`config.mk`:
```
export PLATFORM = sky130hd
export DESIGN_NAME = edge_frame_reader
export DESIGN_NICKNAME = d
export VERILOG_FILES = /design/src/rtl/edge_frame_reader.sv
export SDC_FILE = /design/constraint.sdc
export NUM_CORES = 1
export LEC_CHECK = 0
export CORE_ASPECT_RATIO = 1.75
export CORE_UTILIZATION = 35
export DETAILED_ROUTE_END_ITERATION = 10
export GPL_TIMING_DRIVEN = 0
export MAX_ROUTING_LAYER = met4
export PLACE_DENSITY = 0.66
export SYNTH_ARGS = -nofsm -noshare
export SYNTH_HDL_FRONTEND = slang
export SYNTH_SLANG_ARGS = --single-unit
export TNS_END_PERCENT = 20
```
`constraint.sdc`:
```
create_clock -name iCLK -period 3.65 [get_ports iCLK]
set_input_delay 0.73 -clock iCLK [delete_from_list [all_inputs] [get_ports iCLK]]
set_output_delay 0.73 -clock iCLK [all_outputs]
set_load 0.005 [all_outputs]
```
`src/rtl/edge_frame_reader.sv`:
```
// rtl/edge_frame_reader.sv - SDRAM edge-magnitude FIFO reader feeding the VGA pixel path
// Optional binarized output selected by defining EDGE_THRESH_EN.
module edge_frame_reader #(
  parameter int          H_ACTIVE = 640,
  parameter int          V_ACTIVE = 480,
  parameter logic [11:0] THRESH   = 12'd256,
  localparam int         XW       = (H_ACTIVE > 1) ? $clog2(H_ACTIVE) : 1,
  localparam int         YW       = (V_ACTIVE > 1) ? $clog2(V_ACTIVE) : 1
) (
  input  logic          iCLK,
  input  logic          iRST,
  input  logic          iFrameStart,
  input  logic          iPixReq,
  output logic          oFifoRd,
  input  logic [15:0]   iFifoData,
  input  logic          iFifoEmpty,
  output logic [9:0]    oRed,
  output logic [9:0]    oGreen,
  output logic [9:0]    oBlue,
  output logic          oDVAL,
  output logic [XW-1:0] oX,
  output logic [YW-1:0] oY,
  output logic          oUnderflow,
  output logic          oFrameDone
);

  localparam logic [1:0] ST_IDLE   = 2'd0;
  localparam logic [1:0] ST_ACTIVE = 2'd1;
  localparam logic [1:0] ST_DONE   = 2'd2;

  localparam logic [XW-1:0] X_LAST = XW'(H_ACTIVE - 1);
  localparam logic [YW-1:0] Y_LAST = YW'(V_ACTIVE - 1);

  logic [1:0]    state;
  logic [XW-1:0] x_cnt;
  logic [YW-1:0] y_cnt;
  logic          accepted;
  logic          last_pix;
  logic          pend_valid;
  logic          pend_black;
  logic [9:0]    pix;
  logic          unused_bits;

  assign accepted = iPixReq && (state == ST_ACTIVE) && !iFrameStart;
  assign last_pix = (x_cnt == X_LAST) && (y_cnt == Y_LAST);
  assign oFifoRd  = accepted && !iFifoEmpty;
  assign oX       = x_cnt;
  assign oY       = y_cnt;

`ifdef EDGE_THRESH_EN
  assign pix         = (iFifoData[11:0] >= THRESH) ? 10'h3FF : 10'h000;
  assign unused_bits = ^iFifoData[15:12];
`else
  assign pix         = iFifoData[11:2];
  assign unused_bits = ^{iFifoData[15:12], iFifoData[1:0], THRESH};
`endif

  // Frame position, state and sticky underflow; frame start wins over any request.
  always_ff @(posedge iCLK or negedge iRST) begin
    if (!iRST) begin
      state      <= ST_IDLE;
      x_cnt      <= '0;
      y_cnt      <= '0;
      oUnderflow <= 1'b0;
      oFrameDone <= 1'b0;
    end else begin
      oFrameDone <= 1'b0;
      if (iFrameStart) begin
        state      <= ST_ACTIVE;
        x_cnt      <= '0;
        y_cnt      <= '0;
        oUnderflow <= 1'b0;
      end else if (accepted) begin
        if (iFifoEmpty) begin
          oUnderflow <= 1'b1;
        end
        if (last_pix) begin
          state      <= ST_DONE;
          x_cnt      <= '0;
          y_cnt      <= '0;
          oFrameDone <= 1'b1;
        end else if (x_cnt == X_LAST) begin
          x_cnt <= '0;
          y_cnt <= y_cnt + YW'(1);
        end else begin
          x_cnt <= x_cnt + XW'(1);
        end
      end
    end
  end

  // Two-stage pixel pipeline: FIFO data arrives the cycle after the strobe.
  always_ff @(posedge iCLK or negedge iRST) begin
    if (!iRST) begin
      pend_valid <= 1'b0;
      pend_black <= 1'b0;
      oDVAL      <= 1'b0;
      oRed       <= '0;
      oGreen     <= '0;
      oBlue      <= '0;
    end else begin
      pend_valid <= accepted;
      pend_black <= accepted && iFifoEmpty;
      oDVAL      <= pend_valid;
      if (pend_valid) begin
        oRed   <= pend_black ? 10'h000 : pix;
        oGreen <= pend_black ? 10'h000 : pix;
        oBlue  <= pend_black ? 10'h000 : pix;
      end
    end
  end

endmodule

```
# --- After elaboration in Yosys (flattened, before gate mapping) ---
# Index checks and enable logic that the tools add are counted.
totals:
  regBits: 36
  latch_bits: 0
  mem_bits_rw: 0
  mem_bits_ro: 0
  output_inout_bits: 53
  elab_cells: 46
  n_memories: 0
op_classes:
  addsub: 2
  multipliers: 0
  div_mod_pow: 0
  magnitude_cmp: 0
  eq_ne: 3
  n_shift: 0
  mux: 18
  bitwise: 0
  n_reduce_logical: 14
ops:
  columns: ["operator", "count"]
  rows:
  - ["10-bit 2-to-1 mux", 5]
  - ["9-bit 2-to-1 mux", 4]
  - ["10-bit by 1-bit adder with 10-bit output, second input constant", 1]
  - ["10-bit equality test, second input constant", 1]
  - ["9-bit by 1-bit adder with 9-bit output, second input constant", 1]
  - ["9-bit equality test, second input constant", 1]
  - ["1-bit 2-to-1 mux", 6]
  - ["2-bit 2-to-1 mux", 3]
  - ["2-bit AND reduction", 3]
  - ["2-bit nonzero test", 3]
  - ["1-bit logical AND", 5]
  - ["3-bit nonzero test", 1]
  - ["2-bit by 1-bit equality test with 1-bit output, second input constant", 1]
  - ["1-bit logical NOT", 2]

# --- Logic depth before layout (Yosys ltp) ---
logic_depth:
  ltp_word: 5
  ltp_mapped: 6
  ltp_nobuf: 5

# --- Worst setup path before layout ---
# OpenSTA, ideal clock, no wires.
synth_path:
  path_kind: "input to register"
  start: "input port iFrameStart"
  end: "register y_cnt[6], in the netlist oY[6]"
  setup_ps: 65
  arrival_time_ps: 1886
  required_time_ps: 3585
  slack_ps: 1699
  cell_stages: 4
  path_cell_list: "nand4bb_4 -> or4_1 -> o32a_1 -> nand2_1"
synth_between:
  elab_chain_cells: 4
  word_cells_on_any_way: 6
  cone_classes: "1 x mux; 5 x reduce/logical"
synth_rtl:
  columns: ["item", "line_no", "text"]
  rows:
  - ["start: declaration", "12", "input logic iFrameStart,"]
  - ["1-bit logical NOT", "44", "assign accepted = iPixReq && (state == ST_ACTIVE) && !iFrameStart;"]
  - ["1-bit logical AND", "44", null]
  - ["2-bit nonzero test (no source line)", null, null]
  - ["2-bit AND reduction (no source line)", null, null]
  - ["end signal: assignment", "84", "y_cnt <= y_cnt + YW'(1);"]
  - ["end: declaration", "36", "logic [YW-1:0] y_cnt;"]
# Parallel ways exist; a longest one is shown, timed or not.
# A chain may end at the register's enable or synchronous reset.

# --- Worst setup path after layout ---
layout_path:
  start: "input port iFrameStart"
  end: "output port oFifoRd"
layout_between:
  elab_chain_cells: 3
layout_rtl:
  columns: ["item", "line_no", "text"]
  rows:
  - ["1-bit logical NOT", "44", null]
  - ["1-bit logical AND", "44", null]
  - ["1-bit logical AND", "46", "assign oFifoRd = accepted && !iFifoEmpty;"]
  - ["end: declaration", "14", "output logic oFifoRd,"]
# Every way passes these cells.

==> impl_metrics.json <==
{
  "hpwl_um": 3465,
  "core_sq_um": 5255,
  "grt_max_degree": 37,
  "clock_latency_ns": 0.30,
  "setup_violations": 0,
  "crit_arrival_ns": 2.14,
  "status": "finished, violations left",
  "synth_edf_count": 0,
  "wl_per_cell_um": 14.30,
  "hold_buffers": 0,
  "cts_tree": "yes",
  "period_share_pct": 78.57,
  "cts-root-buf": "clkbuf_8",
  "critPathRequiredTime_ns": 2.92,
  "drv_cap": 0,
  "post_cts_buffers": 0,
  "clk_pin_slew_ns": 0.07,
  "timing.setup.tns_ns": 0,
  "antenna_found_initial": 0,
  "async_flop_share_pct": 100.0,
  "clock-skew-final_ns": 0.01016,
  "clock-sinks": 36,
  "cts_resized": 0,
  "p_per_area_nw_per_um2": 373.3,
  "syn_area_sq_um": 1913,
  "grt_pass1_wl_um": 7776,
  "max_slew_margin_pct": 44.85,
  "viasPerCell": 5.236,
  "final-hold-violation-count": 0,
  "num_vias": 1707,
  "place_congestion": 0.7936,
  "die_h_um": 99.80,
  "yosys-top-cells-count": "dfrtp_1, buf_4, nand2_1, o21ai_0, inv_1",
  "drt_iter0_drc": 39,
  "syn-instance-count": 196,
  "end_kind": "output pin",
  "ir_drop_mv": 0.2670,
  "ys_warn_count": 0,
  "tightest_slew_ns": 0.8273,
  "max_freq_ghz": 0.3487,
  "cts_buffer_depth": 2,
  "ioPinCount": 74,
  "period_needed_ns": 2.868,
  "grt_setup_unrepaired": "no",
  "yosysTopAreaCell": "dfrtp_1",
  "dr.pass1.iters": 7,
  "port_buffers": 67,
  "violations": "design-rule violations",
  "drc": 11,
  "syn_area_per_cell_sq_um": 9.761,
  "ys_top_cells_by_area": "dfrtp_1, buf_4, nand3b_1",
  "die_w_um": 57.89,
  "die_area_sq_um": 5777,
  "drv_slew": 0,
  "syn_to_final_growth_pct": 45.00,
  "numCtsBuffers": 5,
  "gr-total-overflow": 0,
  "ys_ff_latch": 36,
  "holdWs_ns": 0.3986,
  "cts_max_level": 2,
  "start_util_pct": 36.40,
  "grt_pass1_vias": 1636,
  "p_leak_nw": 1.191,
  "ys_seq_area_share_pct": 47.09,
  "fin_nets": 293,
  "ys_types": 44,
  "yosysTopAreaCellShare_pct": 47.09,
  "hold_path_class": "flop to flop",
  "diodes": 0,
  "drtAntennaViolNets": 0,
  "critPathMaxFanout": 6,
  "routed_wl_um": 4662,
  "placementRows": 35,
  "cp-start-kind": "input port",
  "yosysMostFrequentCell": "dfrtp_1",
  "grt_use_total_pct": 17.69,
  "synthFlopType": "dfrtp_1",
  "synth_fp_nets": 219,
  "worst-setup-path-type": "input port to output pin",
  "drive_gt1_share_pct": 12.55
}
-- area by class of cell --
cell class / instances / area, sq um
multi-input cells: 121 / 789.5
flip-flops and latches: 36 / 900.9
clock inverters: 1 / 30.03
clock buffers: 7 / 96.34
repair buffers: 67 / 665.6
fillers: 492 / 2481
plain buffers: 26 / 173.9
inverters: 13 / 48.80
well taps: 55 / 68.82
-- worst max-delay path, stage by stage --
cell,delay [ns]
clkdlybuf4s50_1,0.49
nand4bb_4,0.29
nor2_1,0.13
clkdlybuf4s50_1,0.50
-- kinds of logic after synthesis --
| group | after synthesis | synth area share (%) |
|---|---|---|
| and+or+nand+nor | 78 | 24.53 |
| adders and majority gates | 2 | 1.308 |
| buffers and inverters | 39 | 11.64 |
| muxes | 2 | 1.046 |
| AOI/OAI and AO/OA | 32 | 11.19 |
| xor gates and xnor gates | 7 | 3.205 |
| DFF | 36 | 47.09 |
-- sequential cells by signal (all words and copies together) (netlist names) --
register,cells
pend_valid,1
state,2
oBlue,10
pend_black,1
oY,9
oFrameDone,1
oDVAL,1
oX,10
oUnderflow,1
-- report_power, final --
| group | switching, mW | leakage [nW] | internal (mW) |
|---|---|---|---|
| Clock | 0.153 | 0.0645 | 0.241 |
| Combinational | 0.0620 | 0.648 | 0.142 |
| Sequential | 0.0191 | 0.478 | 0.418 |
| Total | 0.234 | 1.19 | 0.802 |
-- per-stage QoR --
stage	utilization, %	instances	area, sq um	total power [mW]	setup WS (ns)
5_1_grt	52.79	326	2774	1.075	0.7115
3_3_place_gp	50.48	318	2653	0.6513	0.7627
4_1_cts	52.79	326	2774	1.045	0.7620
3_5_place_dp	50.38	318	2648	0.6531	0.7681
2_1_floorplan	-	196	1913	0.5202	1.699
6_report	52.79	326	2774	1.036	0.7823
-- final timing paths --
kind	start	endpoint	slack (ns)	depth (start not counted)
setup / recovery	iFrameStart	oFifoRd	0.78	4
hold / removal	pend_valid	oDVAL	0.40	0
setup reg to reg	oY[0]	oY[3]	1.63	5
hold reg to reg	pend_valid	oDVAL	0.40	0
max in group asynchronous	iRST	oFrameDone	2.60	1
min in group asynchronous	iRST	oX[3]	0.53	1
-- layout by cell type, fill, tap and decap left out, types with 3 or more instances in the layout --
master	n
and3_1	4
buf_4	20
clkbuf_1	5
clkbuf_8	7
clkdlybuf4s50_1	66
dfrtp_1	36
inv_1	12
nand2_1	19
nand3_1	8
nand3b_1	11
nand4_1	6
nor2_1	10
o2111ai_1	3
o211ai_1	3
o21ai_0	14
xor2_1	6
-- metal layers --
metal | up-vias | wire length [um] | GRT usage (%)
li1 | 817 | - | -
met1 | 813 | 1792 | 18.59
met2 | 72 | 2487 | 32.27
met3 | 5 | 337 | 3.479
met4 | 0 | 44 | 5.678
met5 | - | 0 | -
Power figures use the tool's default switching activity.
